File: src/rtl/video_pkg.sv
// Shared types and constants for the video scan sequencer: FSM state encoding,
// handshake origin, position width and the default panel geometry.
package video_pkg;

  localparam int POS_W        = 10;
  localparam int DEF_H_PIXELS = 320;
  localparam int DEF_V_PIXELS = 240;

  typedef enum logic [2:0] {
    ST_IDLE,
    ST_CURSOR,
    ST_SETTLE,
    ST_STROBE,
    ST_WAIT_ACK,
    ST_WAIT_DONE,
    ST_ADVANCE
  } scan_state_e;

  // Which strobe a busy handshake belongs to; selects the retry target and the
  // state that follows the handshake.
  typedef enum logic {
    ORG_CURSOR,
    ORG_STROBE
  } origin_e;

endpackage

File: src/rtl/video_scan_sequencer_if.sv
// Bundle between the scan sequencer and its surroundings (LCD driver handshake,
// CPU scroll registers, datapath position). master = sequencer side.
interface video_scan_sequencer_if
  import video_pkg::*;
#(
  parameter int FCNT_W = 16
);

  logic              enable;
  logic              busy;
  logic [8:0]        cfg_xofs;
  logic [8:0]        cfg_yofs;
  logic [POS_W-1:0]  xpos;
  logic [POS_W-1:0]  ypos;
  logic [8:0]        xofs;
  logic [8:0]        yofs;
  logic              pix_clk;
  logic              reset_cursor;
  logic              frame_done;
  logic [FCNT_W-1:0] frame_count;
  logic              ack_err;

  modport master (
    input  enable, busy, cfg_xofs, cfg_yofs,
    output xpos, ypos, xofs, yofs, pix_clk, reset_cursor, frame_done, frame_count, ack_err
  );

  modport slave (
    output enable, busy, cfg_xofs, cfg_yofs,
    input  xpos, ypos, xofs, yofs, pix_clk, reset_cursor, frame_done, frame_count, ack_err
  );

endinterface

File: src/rtl/scan_counter.sv
// Column-major x/y scan position: ypos is the inner index. Advancing from the
// last pixel wraps to the origin; clear has priority over advance.
module scan_counter
  import video_pkg::*;
#(
  parameter int H_PIXELS = DEF_H_PIXELS,
  parameter int V_PIXELS = DEF_V_PIXELS
) (
  input  logic             clk,
  input  logic             rst,
  input  logic             clear_i,
  input  logic             advance_i,
  output logic [POS_W-1:0] xpos_o,
  output logic [POS_W-1:0] ypos_o,
  output logic             last_o
);

  logic [POS_W-1:0] x_q, x_d;
  logic [POS_W-1:0] y_q, y_d;
  logic             y_last;

  assign y_last = (y_q == POS_W'(V_PIXELS - 1));
  assign last_o = y_last && (x_q == POS_W'(H_PIXELS - 1));

  // NOTE: every always_comb output gets a default first, so no path can leave
  // a value unassigned and infer a latch.
  always_comb begin
    x_d = x_q;
    y_d = y_q;
    if (clear_i) begin
      x_d = '0;
      y_d = '0;
    end else if (advance_i) begin
      if (!y_last) begin
        y_d = y_q + 1'b1;
      end else begin
        y_d = '0;
        x_d = last_o ? '0 : x_q + 1'b1;
      end
    end
  end

  // NOTE: state is written with non-blocking assignments only, so every flop
  // samples the pre-edge values regardless of block ordering.
  always_ff @(posedge clk or posedge rst) begin
    if (rst) begin
      x_q <= '0;
      y_q <= '0;
    end else begin
      x_q <= x_d;
      y_q <= y_d;
    end
  end

  assign xpos_o = x_q;
  assign ypos_o = y_q;

endmodule

File: src/rtl/video_scan_sequencer.sv
// Single-clock scan FSM driving the pixel datapath and the ILI9341 driver handshakes.
// Build option: define SCAN_SHADOW_EN to latch the scroll offsets at each frame start.
module video_scan_sequencer
  import video_pkg::*;
#(
  parameter int H_PIXELS    = DEF_H_PIXELS,
  parameter int V_PIXELS    = DEF_V_PIXELS,
  parameter int PIPE_LAT    = 2,
  parameter int ACK_TIMEOUT = 15,
  parameter int FCNT_W      = 16
) (
  input logic                    clk,
  input logic                    reset,
  video_scan_sequencer_if.master bus
);

  localparam int ACK_W = $clog2(ACK_TIMEOUT + 1);

  scan_state_e       state_q, state_d;
  origin_e           origin_q, origin_d;
  logic              frame_end_q, frame_end_d;
  logic [3:0]        settle_cnt_q, settle_cnt_d;
  logic [ACK_W-1:0]  ack_cnt_q, ack_cnt_d;
  logic [FCNT_W-1:0] frame_count_q, frame_count_d;
  logic              ack_err_q, ack_err_d;
  logic              pix_clk_q, reset_cursor_q, frame_done_q;
  logic              cnt_adv, cnt_clr, cnt_last;

  scan_counter #(
    .H_PIXELS (H_PIXELS),
    .V_PIXELS (V_PIXELS)
  ) u_scan_counter (
    .clk       (clk),
    .rst       (reset),
    .clear_i   (cnt_clr),
    .advance_i (cnt_adv),
    .xpos_o    (bus.xpos),
    .ypos_o    (bus.ypos),
    .last_o    (cnt_last)
  );

  always_comb begin
    state_d       = state_q;
    origin_d      = origin_q;
    frame_end_d   = frame_end_q;
    settle_cnt_d  = '0;
    ack_cnt_d     = '0;
    frame_count_d = frame_count_q;
    ack_err_d     = ack_err_q;
    cnt_adv       = 1'b0;

    unique case (state_q)
      ST_IDLE: begin
        if (bus.enable) state_d = ST_CURSOR;
      end
      ST_CURSOR: begin
        origin_d = ORG_CURSOR;
        state_d  = ST_WAIT_ACK;
      end
      ST_WAIT_ACK: begin
        if (bus.busy) begin
          state_d = ST_WAIT_DONE;
        end else if (ack_cnt_q == ACK_W'(ACK_TIMEOUT - 1)) begin
          ack_err_d = 1'b1;
          state_d   = (origin_q == ORG_CURSOR) ? ST_CURSOR : ST_STROBE;
        end else begin
          ack_cnt_d = ack_cnt_q + 1'b1;
        end
      end
      ST_WAIT_DONE: begin
        if (!bus.busy) begin
          if (origin_q == ORG_CURSOR) begin
            state_d = ST_SETTLE;
          end else begin
            // The position moves as ADVANCE is entered, giving the datapath the
            // ADVANCE cycle plus PIPE_LAT settle cycles before the next strobe.
            state_d     = ST_ADVANCE;
            cnt_adv     = 1'b1;
            frame_end_d = cnt_last;
            if (cnt_last) frame_count_d = frame_count_q + 1'b1;
          end
        end
      end
      ST_SETTLE: begin
        if (settle_cnt_q == 4'(PIPE_LAT - 1)) state_d = ST_STROBE;
        else                                  settle_cnt_d = settle_cnt_q + 1'b1;
      end
      ST_STROBE: begin
        origin_d = ORG_STROBE;
        state_d  = ST_WAIT_ACK;
      end
      ST_ADVANCE: begin
        if (!bus.enable)     state_d = ST_IDLE;
        else if (frame_end_q) state_d = ST_CURSOR;
        else                  state_d = ST_SETTLE;
      end
      default: state_d = ST_IDLE;
    endcase

    // An aborted frame restarts from the origin.
    cnt_clr = (state_d == ST_IDLE);
  end

  always_ff @(posedge clk or posedge reset) begin
    if (reset) begin
      state_q        <= ST_IDLE;
      origin_q       <= ORG_CURSOR;
      frame_end_q    <= 1'b0;
      settle_cnt_q   <= '0;
      ack_cnt_q      <= '0;
      frame_count_q  <= '0;
      ack_err_q      <= 1'b0;
      pix_clk_q      <= 1'b0;
      reset_cursor_q <= 1'b0;
      frame_done_q   <= 1'b0;
    end else begin
      state_q        <= state_d;
      origin_q       <= origin_d;
      frame_end_q    <= frame_end_d;
      settle_cnt_q   <= settle_cnt_d;
      ack_cnt_q      <= ack_cnt_d;
      frame_count_q  <= frame_count_d;
      ack_err_q      <= ack_err_d;
      pix_clk_q      <= (state_d == ST_STROBE);
      reset_cursor_q <= (state_d == ST_CURSOR);
      frame_done_q   <= (state_d == ST_ADVANCE) && frame_end_d;
    end
  end

  assign bus.pix_clk      = pix_clk_q;
  assign bus.reset_cursor = reset_cursor_q;
  assign bus.frame_done   = frame_done_q;
  assign bus.frame_count  = frame_count_q;
  assign bus.ack_err      = ack_err_q;

`ifdef SCAN_SHADOW_EN
  logic [8:0] xofs_q, yofs_q;

  always_ff @(posedge clk or posedge reset) begin
    if (reset) begin
      xofs_q <= '0;
      yofs_q <= '0;
    end else if (state_d == ST_CURSOR) begin
      xofs_q <= bus.cfg_xofs;
      yofs_q <= bus.cfg_yofs;
    end
  end

  assign bus.xofs = xofs_q;
  assign bus.yofs = yofs_q;
`else
  assign bus.xofs = bus.cfg_xofs;
  assign bus.yofs = bus.cfg_yofs;
`endif

endmodule

File: src/flat_wrapper.sv
// flat-port wrapper written by rule: the top's interface ports become plain ports
module video_scan_sequencer_flat import video_pkg::*;
#(
  parameter int H_PIXELS    = DEF_H_PIXELS,
  parameter int V_PIXELS    = DEF_V_PIXELS,
  parameter int PIPE_LAT    = 2,
  parameter int ACK_TIMEOUT = 15,
  parameter int FCNT_W      = 16
)
  (clk, reset, bus_enable, bus_busy, bus_cfg_xofs, bus_cfg_yofs, bus_xpos, bus_ypos, bus_xofs, bus_yofs, bus_pix_clk, bus_reset_cursor, bus_frame_done, bus_frame_count, bus_ack_err);
  video_scan_sequencer_if #(.FCNT_W(FCNT_W)) bus_i ();
  input logic clk;
  input logic reset;
  input wire logic [$bits(bus_i.enable)-1:0] bus_enable;
  input wire logic [$bits(bus_i.busy)-1:0] bus_busy;
  input wire logic [$bits(bus_i.cfg_xofs)-1:0] bus_cfg_xofs;
  input wire logic [$bits(bus_i.cfg_yofs)-1:0] bus_cfg_yofs;
  output wire logic [$bits(bus_i.xpos)-1:0] bus_xpos;
  output wire logic [$bits(bus_i.ypos)-1:0] bus_ypos;
  output wire logic [$bits(bus_i.xofs)-1:0] bus_xofs;
  output wire logic [$bits(bus_i.yofs)-1:0] bus_yofs;
  output wire logic [$bits(bus_i.pix_clk)-1:0] bus_pix_clk;
  output wire logic [$bits(bus_i.reset_cursor)-1:0] bus_reset_cursor;
  output wire logic [$bits(bus_i.frame_done)-1:0] bus_frame_done;
  output wire logic [$bits(bus_i.frame_count)-1:0] bus_frame_count;
  output wire logic [$bits(bus_i.ack_err)-1:0] bus_ack_err;
  assign bus_i.enable = bus_enable;
  assign bus_i.busy = bus_busy;
  assign bus_i.cfg_xofs = bus_cfg_xofs;
  assign bus_i.cfg_yofs = bus_cfg_yofs;
  assign bus_xpos = bus_i.xpos;
  assign bus_ypos = bus_i.ypos;
  assign bus_xofs = bus_i.xofs;
  assign bus_yofs = bus_i.yofs;
  assign bus_pix_clk = bus_i.pix_clk;
  assign bus_reset_cursor = bus_i.reset_cursor;
  assign bus_frame_done = bus_i.frame_done;
  assign bus_frame_count = bus_i.frame_count;
  assign bus_ack_err = bus_i.ack_err;
  video_scan_sequencer #(.H_PIXELS(H_PIXELS), .V_PIXELS(V_PIXELS), .PIPE_LAT(PIPE_LAT), .ACK_TIMEOUT(ACK_TIMEOUT), .FCNT_W(FCNT_W)) u_core (.clk(clk), .reset(reset), .bus(bus_i));
endmodule
File: config.mk
export PLATFORM = sky130hd
export DESIGN_NAME = video_scan_sequencer_flat
export DESIGN_NICKNAME = d
export VERILOG_FILES = /design/src/rtl/video_pkg.sv /design/src/rtl/video_scan_sequencer_if.sv /design/src/rtl/scan_counter.sv /design/src/rtl/video_scan_sequencer.sv /design/src/flat_wrapper.sv
export SDC_FILE = /design/constraint.sdc
export NUM_CORES = 1
export LEC_CHECK = 0
export BUFFER_PORTS_ARGS = -buffer_cell sky130_fd_sc_hd__buf_2
export CAP_MARGIN = 20
export CORE_ASPECT_RATIO = 0.5
export CORE_MARGIN = 2
export CORE_UTILIZATION = 52
export DETAILED_ROUTE_END_ITERATION = 8
export PLACE_DENSITY = 0.85
export REMOVE_ABC_BUFFERS = 1
export SETUP_SLACK_MARGIN = 0.2
export SKIP_LAST_GASP = 1
export SYNTH_ARGS = -nofsm -noshare
export SYNTH_HDL_FRONTEND = slang
export SYNTH_SLANG_ARGS = --single-unit
File: constraint.sdc
create_clock -name clk -period 2.6 [get_ports clk]
set_input_delay 0.26 -clock clk [delete_from_list [all_inputs] [get_ports clk]]
set_output_delay 0.26 -clock clk [all_outputs]
set_load 0.005 [all_outputs]
==> flow_summary.ini <==
[outcome]
outcome = finished, final reports clean

[flow_run]
cap_violations = 0

[detailed_routing]
viasPerCell = 5.73
wl_um = 6430
antenna_left = 0
post_drt_wl_per_cell_um = 16.6
drc = 0
first_pass_iters = 4
drtIter0Drc = 143
vias = 2224

[layout]
layout_commonest_cell = dfrtp_1
final_cell_mix = 52 x dfrtp_1, 43 x buf_2, 28 x nand2_1
finalNetCount = 346
area_growth_pct = 15.1
layout.area.seq_um2 = 1330
n_antenna_cell = 0
multi_input_area_um2 = 1350
fillers = 392
drive_above_1_share_pct = 27.4

[worst_setup_path]
setup.worst_path.start_class = register
criticalPathCategory = register to register
worst-path-buf-inv = 3
crit_family = compound AO/OA/AOI/OAI gates
cp_slowest_stage_delay_ns = 0.45
worstPathRequired_ns = 2.81
path_cells = inv_1, ha_1, and3_1, a311oi_4, inv_2, nor3_4, buf_4, a211oi_1, a31o_2
path_max_fanout = 5
cp-end-kind = register
crit_arrival_ns = 2.53
slowest_stage = a311oi_4

[pwr]
clkPwrFrac_pct = 23.9
power_switching_uw = 901
leakage_uw = 0.00155
ir_drop_v = 0.000401
power_density_nw_per_um2 = 774
swShare_pct = 36.3
intPower_uw = 1580
p_seq_share_pct = 41.4
combPwrFrac_pct = 34.6

[yosys]
synth_edf_count = 0
synthTopCellsByArea = dfrtp_1 48%, buf_4 4.9%, xnor2_1 4.1%, nand2_1 3.8%, nor2_1 3.6%
synth_top_family_by_area = simple AND/OR/NAND/NOR gates
synthesis.area_um2 = 2790
synthMuxAreaShare_pct = 0.404
avgSynthCellArea_um2 = 10.1
synth-compound-area-share_pct = 11.1
synth_warnings = 0
synth_top_area_share_pct = 47.6
synth-xor-area-share_pct = 6.60
syn_inst = 277
yosysTopAreaCell = dfrtp_1
synthAdderAreaFrac_pct = 3.14
ys_seq_area_share_pct = 47.6
synthFlopType = dfrtp_1
ys_seq_elements = 53
async_reset_ff_share_pct = 100
yosys.area_share.simple_pct = 25.1
yosysUniqueCellTypes = 50

[floorplan]
io_pins = 80
start_util_pct = 55.2
dieArea_um2 = 5990
die_w_um = 108
row_count = 18
die_height_um = 55.8
coreArea_um2 = 5040

[global_route]
grt.met1_usage_pct = 28.8
grt_util_met3_pct = 6.67
grt_pass1_wl_um = 10300
antenna_found_initial = 0
grt_pass1_vias = 2139
grt.busiest_layer = met2
globalRouteOverflowTotal = 0
grt_max_degree = 35
met2_usage_pct = 34.1
gr-usage-all-layers_pct = 21.7

[cts]
clk_latency_ns = 0.32
cts_tree = done
clock_path_buffers = 2
clock-sinks = 53
htree_levels = 2
cts-root-buf = clkbuf_8
path_clk_slew_ns = 0.10
cts-buffers-inserted = 5

[sta]
final_max_slew_viol_count = 0
setup-tns-final_ns = 0
hold_viol_final = 0
worst_slew_pin_slew_ns = 0.455
clock.fmax_ghz = 0.430
fin_crit_ns = 2.32
skew_ns = 0.0150
period_share_pct = 89.3
rsz0062_at_grt = true
setup_ws_ns = 0.277
finalSetupViolCount = 0
whs_ns = 0.474
relSlewSlack_pct = 69.5

[placed_design]
hpwl_um = 4390
dpl_worst_slack_ns = 0.163
io_buffers = 43
place_congestion = 0.809

[worst_hold_path]
hp-class = register to register
==> final cells by class <==
cell class | instances | share of cell area, %
clock buffer | 6 | 2.58
clock inverter | 2 | 1.17
inverter | 7 | 0.820
multi-input combinational | 197 | 42.2
sequential | 53 | 41.4
tap | 70 | 2.73
timing repair buffer | 53 | 9.13
==> routing by layer <==
layer	share of wire [%]	up-vias	wire, um
met5	0	-	0
met1	44	1109	2850
met3	6.8	4	440
met2	48	79	3110
met4	0.53	0	34
li1	-	1032	-
==> cells by family after synthesis <==
group	count (synthesis)
buffers and inverters	27
AOI/OAI and AO/OA	43
adders and majority gates	7
xor gates and xnor gates	21
muxes	1
DFF	53
and+or+nand+nor	125
==> final timing paths <==
check | slack, ns | end | cells past startpoint | from
setup / recovery | 0.28 | u_core.u_scan_counter.xpos_o[2] | 9 | u_core.ack_cnt_q[0]
hold reg to reg | 0.47 | u_core.bus.frame_count[15] | 1 | u_core.bus.frame_count[15]
min in group asynchronous | 0.48 | u_core.u_scan_counter.xpos_o[0] | 3 | reset
hold / removal | 0.47 | u_core.bus.frame_count[15] | 1 | u_core.bus.frame_count[15]
setup reg to reg | 0.28 | u_core.u_scan_counter.xpos_o[2] | 9 | u_core.ack_cnt_q[0]
max in group asynchronous | 1.32 | u_core.u_scan_counter.ypos_o[0] | 4 | reset
==> worst register-to-register path, stage by stage, from the launching register on <==
cell,delay [ns]
dfrtp_1,0.39
inv_1,0.06
ha_1,0.22
and3_1,0.23
a311oi_4,0.45
inv_2,0.11
nor3_4,0.33
buf_4,0.18
a211oi_1,0.05
a31o_2,0.22
==> metrics by stage <==
step / util, % / total power, uW / instances / area (um^2)
2_1_floorplan: - / 1500 / 257 / 2640
3_3_place_gp: 58.7 / 1680 / 372 / 2960
3_5_place_dp: 58.7 / 1710 / 372 / 2960
4_1_cts: 61.5 / 2310 / 381 / 3100
5_1_grt: 63.5 / 2630 / 388 / 3210
6_report: 63.5 / 2480 / 388 / 3210
==> flip-flops by register name, summed over array words and instances (netlist names), 3 cells and up <==
| signal | count |
|---|---|
| u_core.ack_cnt_q | 4 |
| u_core.settle_cnt_q | 4 |
| u_core.state_q | 3 |
| u_core.u_scan_counter.ypos_o | 10 |
| u_core.bus.frame_count | 16 |
| u_core.u_scan_counter.xpos_o | 10 |
==> synth_stat cells (all sizes together) (4+ instances only) <==
cell type,number
nor3,7
buf,19
inv,7
and2,6
a21oi,8
nand2,28
nor2,28
nand4,5
xor2,8
and3,9
a22o,4
dfrtp,53
xnor2,13
nand2b,4
nand3,17
o21ai,12
ha,7
or3,7
==> timing repair <==
item | CTS | global route
endpoints found under the setup margin | 8 | 21
pin swaps | 0 | 3
hold endpoints to repair | 19 | 0
buffers inserted | 0 | 7
resized for setup | 2 | 12
hold buffers | 1 | 0
==> power by group through the flow <==
stage / sequential, uW / clock (uW) / combinational, uW
3_3_place_gp: 1030 / 0 / 657
3_5_place_dp: 1040 / 0 / 676
2_1_floorplan: 1010 / 0 / 482
5_1_grt: 1040 / 643 / 941
4_1_cts: 1020 / 595 / 691
6_report: 1030 / 594 / 859
(Power assumes the default switching activity.)
